<file path="src/rtl/lg_reduce_pipe.sv">
// Registered N-input reduction gate (AND/OR/NAND/NOR/XOR/XNOR) with masked inputs,
// valid/ready handshake, saturating ones-result counter and sticky reserved-op flag.
module lg_reduce_pipe #(
   parameter int unsigned WIDTH = 6,
   parameter int unsigned CNT_W = 8
) (
   input  logic             clk,
   input  logic             rst_n,
   input  logic             in_valid,
   output logic             in_ready,
   input  logic [WIDTH-1:0] in_data,
   input  logic [WIDTH-1:0] in_mask,
   input  logic [2:0]       in_op,
   output logic             out_valid,
   input  logic             out_ready,
   output logic             out_y,
   output logic             out_err,
   input  logic             cnt_clr,
   output logic [CNT_W-1:0] ones_cnt,
   output logic             err_sticky
);

   localparam logic [CNT_W-1:0] CntMax = {CNT_W{1'b1}};

   logic             r_valid;
   logic             r_y;
   logic             r_err;
   logic [CNT_W-1:0] r_cnt;
   logic             r_sticky;

   logic w_accept;
   logic w_deliver;
   logic w_and;
   logic w_or;
   logic w_xor;
   logic w_y;
   logic w_err;

   assign in_ready  = !r_valid || out_ready;
   assign w_accept  = in_valid && in_ready;
   assign w_deliver = r_valid && out_ready;

   // Masked bits are forced to the identity of each reduction.
   assign w_and = &(in_data | ~in_mask);
   assign w_or  = |(in_data & in_mask);
   assign w_xor = ^(in_data & in_mask);

   always_comb begin
      w_y   = 1'b0;
      w_err = 1'b0;
      unique case (in_op)
         3'd0:    w_y = w_and;
         3'd1:    w_y = w_or;
         3'd2:    w_y = !w_and;
         3'd3:    w_y = !w_or;
         3'd4:    w_y = w_xor;
         3'd5:    w_y = !w_xor;
         default: w_err = 1'b1;
      endcase
   end

   always_ff @(posedge clk or negedge rst_n) begin
      if (!rst_n) begin
         r_valid <= 1'b0;
         r_y     <= 1'b0;
         r_err   <= 1'b0;
      end else if (w_accept) begin
         r_valid <= 1'b1;
         r_y     <= w_y;
         r_err   <= w_err;
      end else if (w_deliver) begin
         r_valid <= 1'b0;
      end
   end

   always_ff @(posedge clk or negedge rst_n) begin
      if (!rst_n) begin
         r_cnt <= '0;
      end else if (cnt_clr) begin
         r_cnt <= '0;
      end else if (w_deliver && r_y && (r_cnt != CntMax)) begin
         r_cnt <= r_cnt + 1'b1;
      end
   end

   always_ff @(posedge clk or negedge rst_n) begin
      if (!rst_n) begin
         r_sticky <= 1'b0;
      end else if (w_accept && w_err) begin
         r_sticky <= 1'b1;
      end
   end

   assign out_valid  = r_valid;
   assign out_y      = r_y;
   assign out_err    = r_err;
   assign ones_cnt   = r_cnt;
   assign err_sticky = r_sticky;

endmodule

</file>
<file path="config.mk">
export PLATFORM = sky130hd
export DESIGN_NAME = lg_reduce_pipe
export DESIGN_NICKNAME = d
export VERILOG_FILES = /design/src/rtl/lg_reduce_pipe.sv
export SDC_FILE = /design/constraint.sdc
export NUM_CORES = 1
export LEC_CHECK = 0
export BUFFER_PORTS_ARGS = -buffer_cell sky130_fd_sc_hd__buf_2
export CORE_MARGIN = 5
export CORE_UTILIZATION = 48
export DETAILED_ROUTE_END_ITERATION = 6
export GPL_ROUTABILITY_DRIVEN = 1
export HOLD_SLACK_MARGIN = 0.08
export PLACE_DENSITY = 0.81
export SLEW_MARGIN = 20
export SYNTH_ARGS = -nofsm -noshare
export SYNTH_HDL_FRONTEND = slang
export SYNTH_SLANG_ARGS = --single-unit
</file>
<file path="constraint.sdc">
create_clock -name clk -period 3.6 [get_ports clk]
set_input_delay 0.18 -clock clk [delete_from_list [all_inputs] [get_ports clk]]
set_output_delay 0.18 -clock clk [all_outputs]
set_load 0.02 [all_outputs]
</file>
# == Word-level counts from Yosys, hierarchy flattened ==
# Cells that the tools add are included.
# totals
ff_bits,12
in_bits,20
output_inout_bits,13
# classes
add_sub_neg,1
n_eq_ne,6
muxes,6
bitwise_logic,3
reduce_logical,17
# ops
cell,n
8-bit two-way mux,2
6-bit OR reduction,2
"8-bit by 1-bit adder with 8-bit output, second input constant",1
"8-bit != test, second input constant",1
6-bit bitwise AND,1
"3-bit by 2-bit equality test with 1-bit output, second input constant",2
"3-bit equality test, second input constant",2
6-bit inverter,1
6-bit bitwise OR,1
1-bit one-hot mux with 6 select lines,1
6-bit AND reduction,1
6-bit XOR reduction,1
1-bit logical AND,5
1-bit zero test,4
2-bit nonzero test,2
"3-bit by 1-bit equality test with 1-bit output, second input constant",1
3-bit zero test,1
1-bit two-way mux,3
1-bit logical OR,1

# == Longest topological paths before layout ==
# Gate-level depths: netlist (run 1).
# depth
ltp_word,5
mapped_depth,6

# == Least setup slack after synthesis (run 1) ==
# Ideal clock, no wire load.
# synth_path
kind,reg2reg
start,"reg r_cnt[0], in the netlist ones_cnt[0]"
end,"reg r_cnt[3], in the netlist ones_cnt[3]"
setup_time_ns,0.128
arrival_ns,1.408
t_required_ns,3.472
slack_ns,2.064
stages_incl_launch_ff,7
cell_sequence,dfrtp_1 ha_1 nand4_1 o21bai_2 nor2_1 xnor2_1 nor2_1
# synth_via
elab_chain_len,3
# synth_rtl
item,line_no,text
start: declaration,28,logic [CNT_W-1:0] r_cnt;
start signal: assignment,82,r_cnt <= r_cnt + 1'b1;
8-bit by 1-bit adder with 8-bit output or 8-bit != test (tied branches),"82, 81",
8-bit two-way mux or 1-bit logical AND (tied branches),81,end else if (w_deliver && r_y && (r_cnt != CntMax)) begin
8-bit two-way mux or 2-bit nonzero test (tied branches),-,
# Parallel ways exist; a longest one is shown, timed or not. The select of a mux whose other input is x is not followed.
# A chain may end at the register's enable or synchronous reset.

# == Worst setup path after layout (run 1) ==
# Same ends and word-level chain as after synthesis.

==> flow_metrics.env, run 1 <==
export IMPL_required_ns=3.76
export IMPL_setup_viol=0
export IMPL_yosysSeqAreaShare=0.425
export IMPL_grt_max_degree=13
export IMPL_placementRows=13
export IMPL_clockRootBuffer="clkbuf_4"
export IMPL_timing_hold_ws_ns=0.102
export IMPL_post_place_ws_ns=2.03
export IMPL_initial_utilization=0.524
export IMPL_crit_chain="ha_1, nand4_1, o21bai_2, nor2_1, xnor2_1, nor2_1"
export IMPL_fin_crit_sh=0.443
export IMPL_outcome="completed"
export IMPL_max_slew_margin=0.787
export IMPL_critical_path_class="register to register"
export IMPL_antenna_found_initial=0
export IMPL_grt_pass1_vias=706
export IMPL_slowest_delay_ns=0.41
export IMPL_ant_nets=0
export IMPL_rsz0062_at_grt="no"
export IMPL_viasPerCell=5.32
export IMPL_synth_top_flop_cell="dfrtp_1"
export IMPL_p_clk_frac=0.331
export IMPL_fmax_mhz=627
export IMPL_die_h_um=48.4
export IMPL_utilization=0.688
export IMPL_finalHoldViolCount=0
export IMPL_cap_viol_max_count=0
export IMPL_port_buffers=32
export IMPL_final_setup_worst_slack_ns=2.01
export IMPL_cp_slowest_cell="dfrtp_1"
export IMPL_post_cts_buffers=0
export IMPL_drc=0
export IMPL_final_common_cell="buf_2"
export IMPL_dp_cells=125
export IMPL_crit_arrival_ns=1.76
export IMPL_setup_tns_ns=0
export IMPL_cts_tree="built"
export IMPL_area_growth_pct=31.3
export IMPL_ys_ff_latch=12
export IMPL_ios=33
export IMPL_hold_path_class="input pin to register"
export IMPL_synth_cell_types=21
export IMPL_synth_edf_count=0
export IMPL_drt_initial_drc_count=32
export IMPL_min_period_ns=1.59
export IMPL_p_per_area_nw_per_um2=344
export IMPL_dr_total_vias=692
export IMPL_p_switching_uw=87.1
export IMPL_netlist_area_leader_share=0.425
export IMPL_clkTransAtPathRegs_ns=0.08
export IMPL_overflow=0
export IMPL_internal_power_uw=233
export IMPL_cp_max_fo=6
export IMPL_cts_buffers_inserted=3
export IMPL_seqPwrFrac=0.458
export IMPL_routedWlPerCell_um=13.1
export IMPL_synth_async_reset_ratio=1.00
export IMPL_antennaDiodeCount=0
export IMPL_synth_area_um2=707
export IMPL_wl_met1_um=713
export IMPL_drive_above_1_share=0.322
export IMPL_worstMarginPinSlew_ns=0.319
export IMPL_clkLatencyLatePin_ns=0.27
export IMPL_peakVddDrop_mv=0.181
export IMPL_firstDrtPassIters=4
export IMPL_swShare=0.272
export IMPL_routed_top_layer="met4"
export IMPL_clock_sinks=12
export IMPL_cp_start_kind="register"
export IMPL_h_tree_depth=1
export IMPL_gr_usage_all_layers=0.157
export IMPL_endpoint_kind="register"
export IMPL_dp_hpwl_um=1390
export IMPL_drt_wl_total_um=1700
export IMPL_dr_wl_met3_um=137
export IMPL_maxSlewViolCount=0
export IMPL_final_cells=130
export IMPL_grt_pass1_wl_um=2930
export IMPL_fillerInstances=111
export IMPL_syn_inst=79
export IMPL_core_area_um2=1350
export IMPL_cpMostUsedCell="nor2_1"
export IMPL_ctsLongestPathBuffers=2
export IMPL_syn_num_nets=103
export IMPL_gp_congestion=0.850
export IMPL_design_die_area_um2=2340
export IMPL_nets=140
export IMPL_synth_area_leader_cell="dfrtp_1"
export IMPL_avgSynthCellArea_um2=8.95
export IMPL_power_leakage_uw=0.000477
export IMPL_yosys_top_cells_area="dfrtp_1 (42%), ha_1 (7.1%), nor2_1 (6.9%)"
export IMPL_layout_common_cells="buf_2 (32), nor2_1 (13), dfrtp_1 (12), nand3_1 (8)"
export IMPL_die_x_um=48.4
export IMPL_fin_worst_skew_ns=0.00552
export IMPL_power_frac_comb=0.211
export IMPL_dr_wl_met2_um=790
export IMPL_yosysWarningCount=0
## cell families (layout without fill, tap and decap cells)
kind of cell | count (synthesis) | in the layout | share of synthesized area
muxes | 1 | 1 | 0.0142
adders and majority gates | 4 | 4 | 0.0708
buffers and inverters | 7 | 43 | 0.0372
and+or+nand+nor | 37 | 37 | 0.246
DFF | 12 | 12 | 0.425
xor gates and xnor gates | 9 | 9 | 0.111
AOI/OAI and AO/OA | 9 | 9 | 0.0956
## metrics by stage
stage	total power (uW)	cell area, um^2
3_5_place_dp	216	882
6_report	320	928
3_3_place_gp	214	882
2_1_floorplan	188	707
5_1_grt	338	928
4_1_cts	323	928
## per-layer routing
metal / GRT usage / vias up
met5: 0 / -
met4: 0.111 / 0
met3: 0.0489 / 7
met2: 0.243 / 31
met1: 0.180 / 314
li1: - / 340
## power by group through the flow
stage / sequential (uW) / combinational, uW / clock (uW)
6_report: 146 / 67.5 / 106
5_1_grt: 148 / 76.5 / 114
4_1_cts: 146 / 68.3 / 109
3_5_place_dp: 149 / 67.6 / 0
3_3_place_gp: 148 / 65.6 / 0
2_1_floorplan: 156 / 31.9 / 0
## layout make-up
class                           count  area [um^2]  area share
Multi-Input combinational cell     60          380       0.410
Sequential cell                    12          300       0.323
Timing Repair Buffer               33          170       0.183
Clock buffer                        4         36.3      0.0391
Inverter                            6         22.5      0.0243
Tap cell                           15         18.8      0.0202
## Yosys cell counts (2+ instances only)
library cell,number
xnor2_1,5
a21oi_1,2
nand4_1,3
inv_1,6
dfrtp_1,12
a31oi_1,2
nor2_1,13
ha_1,4
nand2b_1,5
nand2_1,6
xor2_1,4
nand3_1,8
## path summary, 6_finish.rpt
kind                               endpoint  slack [ns]  depth (start not counted)   startpoint
worst min register to register   err_sticky        0.49                          1   err_sticky
max in group asynchronous             out_y        3.08                          2        rst_n
worst max register to register  ones_cnt[3]        2.01                          6  ones_cnt[0]
worst min-delay path              out_valid        0.10                          2     in_valid
worst max-delay path            ones_cnt[3]        2.01                          6  ones_cnt[0]
min in group asynchronous       ones_cnt[0]        0.31                          2        rst_n
## critical path, delay by kind of cell, from the launching register on
| family | cells | cell delay, ns |
|---|---|---|
| AO/OA/AOI/OAI | 1 | 0.34 |
| XOR/XNOR | 1 | 0.15 |
| adder cells (fa/ha/maj) | 1 | 0.23 |
| flip-flops | 1 | 0.41 |
| AND/OR/NAND/NOR | 3 | 0.36 |
## sequential cells by signal, summed over array words and instances, names as in the netlist
signal      flops
out_valid       1
out_y           1
out_err         1
err_sticky      1
ones_cnt        8
## repair_timing
action / CTS / global route
hold endpoints to repair: 12 / 0
resized for setup: 0 / 0
hold buffers: 1 / 0
(Power assumes the default switching activity.)
==> inputs of run 2 (changes only) <==
ABC_AREA = 1   (was default)
CORE_UTILIZATION = 47   (was 48)
PLACE_DENSITY = 0.76   (was 0.81)
clock period = 1.65 ns   (was 3.6 ns; I/O delays follow)
==> flow_metrics.env, run 2 <==
export IMPL_outcome="completed"
export IMPL_cts_buffers_inserted=3
export IMPL_placementRows=15
export IMPL_wl_met1_um=844
export IMPL_power_frac_comb=0.248
export IMPL_synth_compound_area_frac=0.126
export IMPL_setup_viol=0
export IMPL_initial_utilization=0.494
export IMPL_cts_resized_gates=0
export IMPL_design_die_area_um2=2770
export IMPL_drc=0
export IMPL_drt_initial_drc_count=5
export IMPL_largest_reg_flops=8
export IMPL_synth_async_reset_ratio=1.00
export IMPL_ios=33
export IMPL_crit_arrival_ns=1.63
export IMPL_nets=186
export IMPL_syn_num_nets=147
export IMPL_gr_usage_all_layers=0.168
export IMPL_yosys_area_share_simple=0.361
export IMPL_r2r_start="ones_cnt[0]"
export IMPL_gp_congestion=0.801
export IMPL_grt_pass1_wl_um=3410
export IMPL_holdBufCountCts=2
export IMPL_viasPerCell=4.69
export IMPL_internal_power_uw=517
export IMPL_muxShareOfSynthArea=0
export IMPL_post_cts_buffers=0
export IMPL_netlist_area_leader_share=0.352
export IMPL_fin_total_pwr_uw=751
export IMPL_die_x_um=52.6
export IMPL_dr_total_vias=872
export IMPL_core_area_um2=1730
export IMPL_cap_viol_max_count=0
export IMPL_fmax_mhz=681
export IMPL_post_synth_top_count_cell="nand2_1"
export IMPL_drive_above_1_share=0.304
export IMPL_seqPwrFrac=0.431
export IMPL_layout_common_cells="nand2_1 (39), buf_2 (32), inv_1 (21), dfrtp_1 (12), nand3_1 (9)"
export IMPL_synthAdderAreaFrac=0.0587
export IMPL_ant_nets=0
export IMPL_p_clk_frac=0.321
export IMPL_setup_tns_ns=0
export IMPL_required_ns=1.82
export IMPL_rsz0062_at_grt="no"
export IMPL_swShare=0.312
export IMPL_syn_inst=123
export IMPL_grt_max_degree=13
export IMPL_clkTransAtPathRegs_ns=0.08
export IMPL_maxSlewViolCount=0
export IMPL_min_period_ns=1.47
export IMPL_clkLatencyLatePin_ns=0.27
export IMPL_clock_sinks=12
export IMPL_overflow=0
export IMPL_yosysWarningCount=0
export IMPL_synth_edf_count=0
export IMPL_synth_xor_area_share=0
export IMPL_synth_area_um2=853
export IMPL_port_buffers=32
export IMPL_synth_cell_types=22
export IMPL_synth_top_flop_cell="dfrtp_1"
export IMPL_dr_wl_met3_um=109
export IMPL_post_place_ws_ns=0.186
export IMPL_final_setup_worst_slack_ns=0.182
export IMPL_cts_tree="built"
export IMPL_ys_ff_latch=12
export IMPL_final_common_cell="nand2_1"
export IMPL_power_leakage_uw=0.000640
export IMPL_dp_hpwl_um=1670
export IMPL_yosysSeqAreaShare=0.352
export IMPL_utilization=0.638
export IMPL_synth_area_leader_cell="dfrtp_1"
export IMPL_routed_top_layer="met4"
export IMPL_worstMarginPinSlew_ns=0.279
export IMPL_timing_hold_ws_ns=0.0870
export IMPL_p_per_area_nw_per_um2=682
export IMPL_firstDrtPassIters=4
export IMPL_cp_max_fo=9
export IMPL_avgSynthCellArea_um2=6.94
export IMPL_peakVddDrop_mv=0.486
export IMPL_antenna_found_initial=0
export IMPL_hold_path_class="input pin to register"
export IMPL_antennaDiodeCount=0
export IMPL_cp_start_kind="register"
export IMPL_max_slew_margin=0.814
export IMPL_startpoint="ones_cnt[0]"
export IMPL_grt_pass1_vias=824
export IMPL_p_switching_uw=235
export IMPL_dr_wl_met2_um=1000
export IMPL_yosys_top_cells_area="dfrtp_1 (35%), nand2_1 (17%), inv_1 (9.2%)"
export IMPL_critical_path_class="register to register"
export IMPL_fin_crit_sh=0.890
export IMPL_routedWlPerCell_um=10.6
export IMPL_h_tree_depth=1
export IMPL_drt_wl_total_um=1970
export IMPL_ctsLongestPathBuffers=2
export IMPL_finalHoldViolCount=0
export IMPL_endpoint_kind="register"
export IMPL_area_growth_pct=29.0
export IMPL_die_h_um=52.6
export IMPL_clockRootBuffer="clkbuf_4"
export IMPL_fin_worst_skew_ns=0.00273
export IMPL_synth_top_family_by_area="simple AND/OR/NAND/NOR gates"
export IMPL_synth_commonest_cells="nand2_1 (39), inv_1 (21), dfrtp_1 (12)"
export IMPL_min_from="in_valid"
[run 2: cell types whose count changed after synthesis, sizes merged, moves of 4 or more]
cell	delta
a21oi	+5
inv	+16
nand2	+37
nand2b	-5
nor2	-4
o21ai	+6
xnor2	-5
xor2	-4
[run 2: kinds of logic after synthesis]
kind of cell	after synthesis
buffers and inverters	23
AND/OR/NAND/NOR	68
adder cells (fa/ha/maj)	4
flip-flops	12
AO/OA/AOI/OAI	16
[run 2: critical path: stages, from the launching register on]
cell     delay [ns]
dfrtp_1        0.42
ha_1           0.26
nand3_2        0.11
nor2_4         0.05
a21oi_4        0.25
nand2_2        0.09
o21ai_1        0.12
a21oi_1        0.05
[run 2: area by class of cell]
cell class / instances / area (um^2)
Timing Repair Buffer: 34 / 180
Tap cell: 25 / 31.3
Fill cell: 165 / 626
Multi-Input combinational cell: 88 / 465
Inverter: 23 / 87.6
Clock buffer: 4 / 36.3
Sequential cell: 12 / 300
[run 2: final timing paths]
kind / endpoint / slack (ns) / depth (start not counted)
worst max register to register: ones_cnt[3] / 0.18 / 7
min in group asynchronous: ones_cnt[7] / 0.21 / 2
worst max-delay path: ones_cnt[3] / 0.18 / 7
max in group asynchronous: out_err / 1.23 / 2
worst min register to register: err_sticky / 0.47 / 2
worst min-delay path: out_valid / 0.09 / 3
[run 2: power groups by stage]
stage / sequential, uW / combinational, uW / clock, uW
5_1_grt: 327 / 214 / 261
3_3_place_gp: 327 / 180 / 0
3_5_place_dp: 329 / 186 / 0
4_1_cts: 323 / 190 / 251
2_1_floorplan: 347 / 93.6 / 0
6_report: 323 / 187 / 241
[run 2: per-stage QoR]
stage	area, um^2	cells
2_1_floorplan	853	123
5_1_grt	1100	186
3_3_place_gp	1040	180
6_report	1100	186
4_1_cts	1100	186
3_5_place_dp	1040	180
[run 2: per-layer routing]
metal  up-vias  GRT usage
met3         2     0.0399
li1        469          -
met2        19      0.283
met4         0     0.0723
met1       382      0.201
met5         -          0
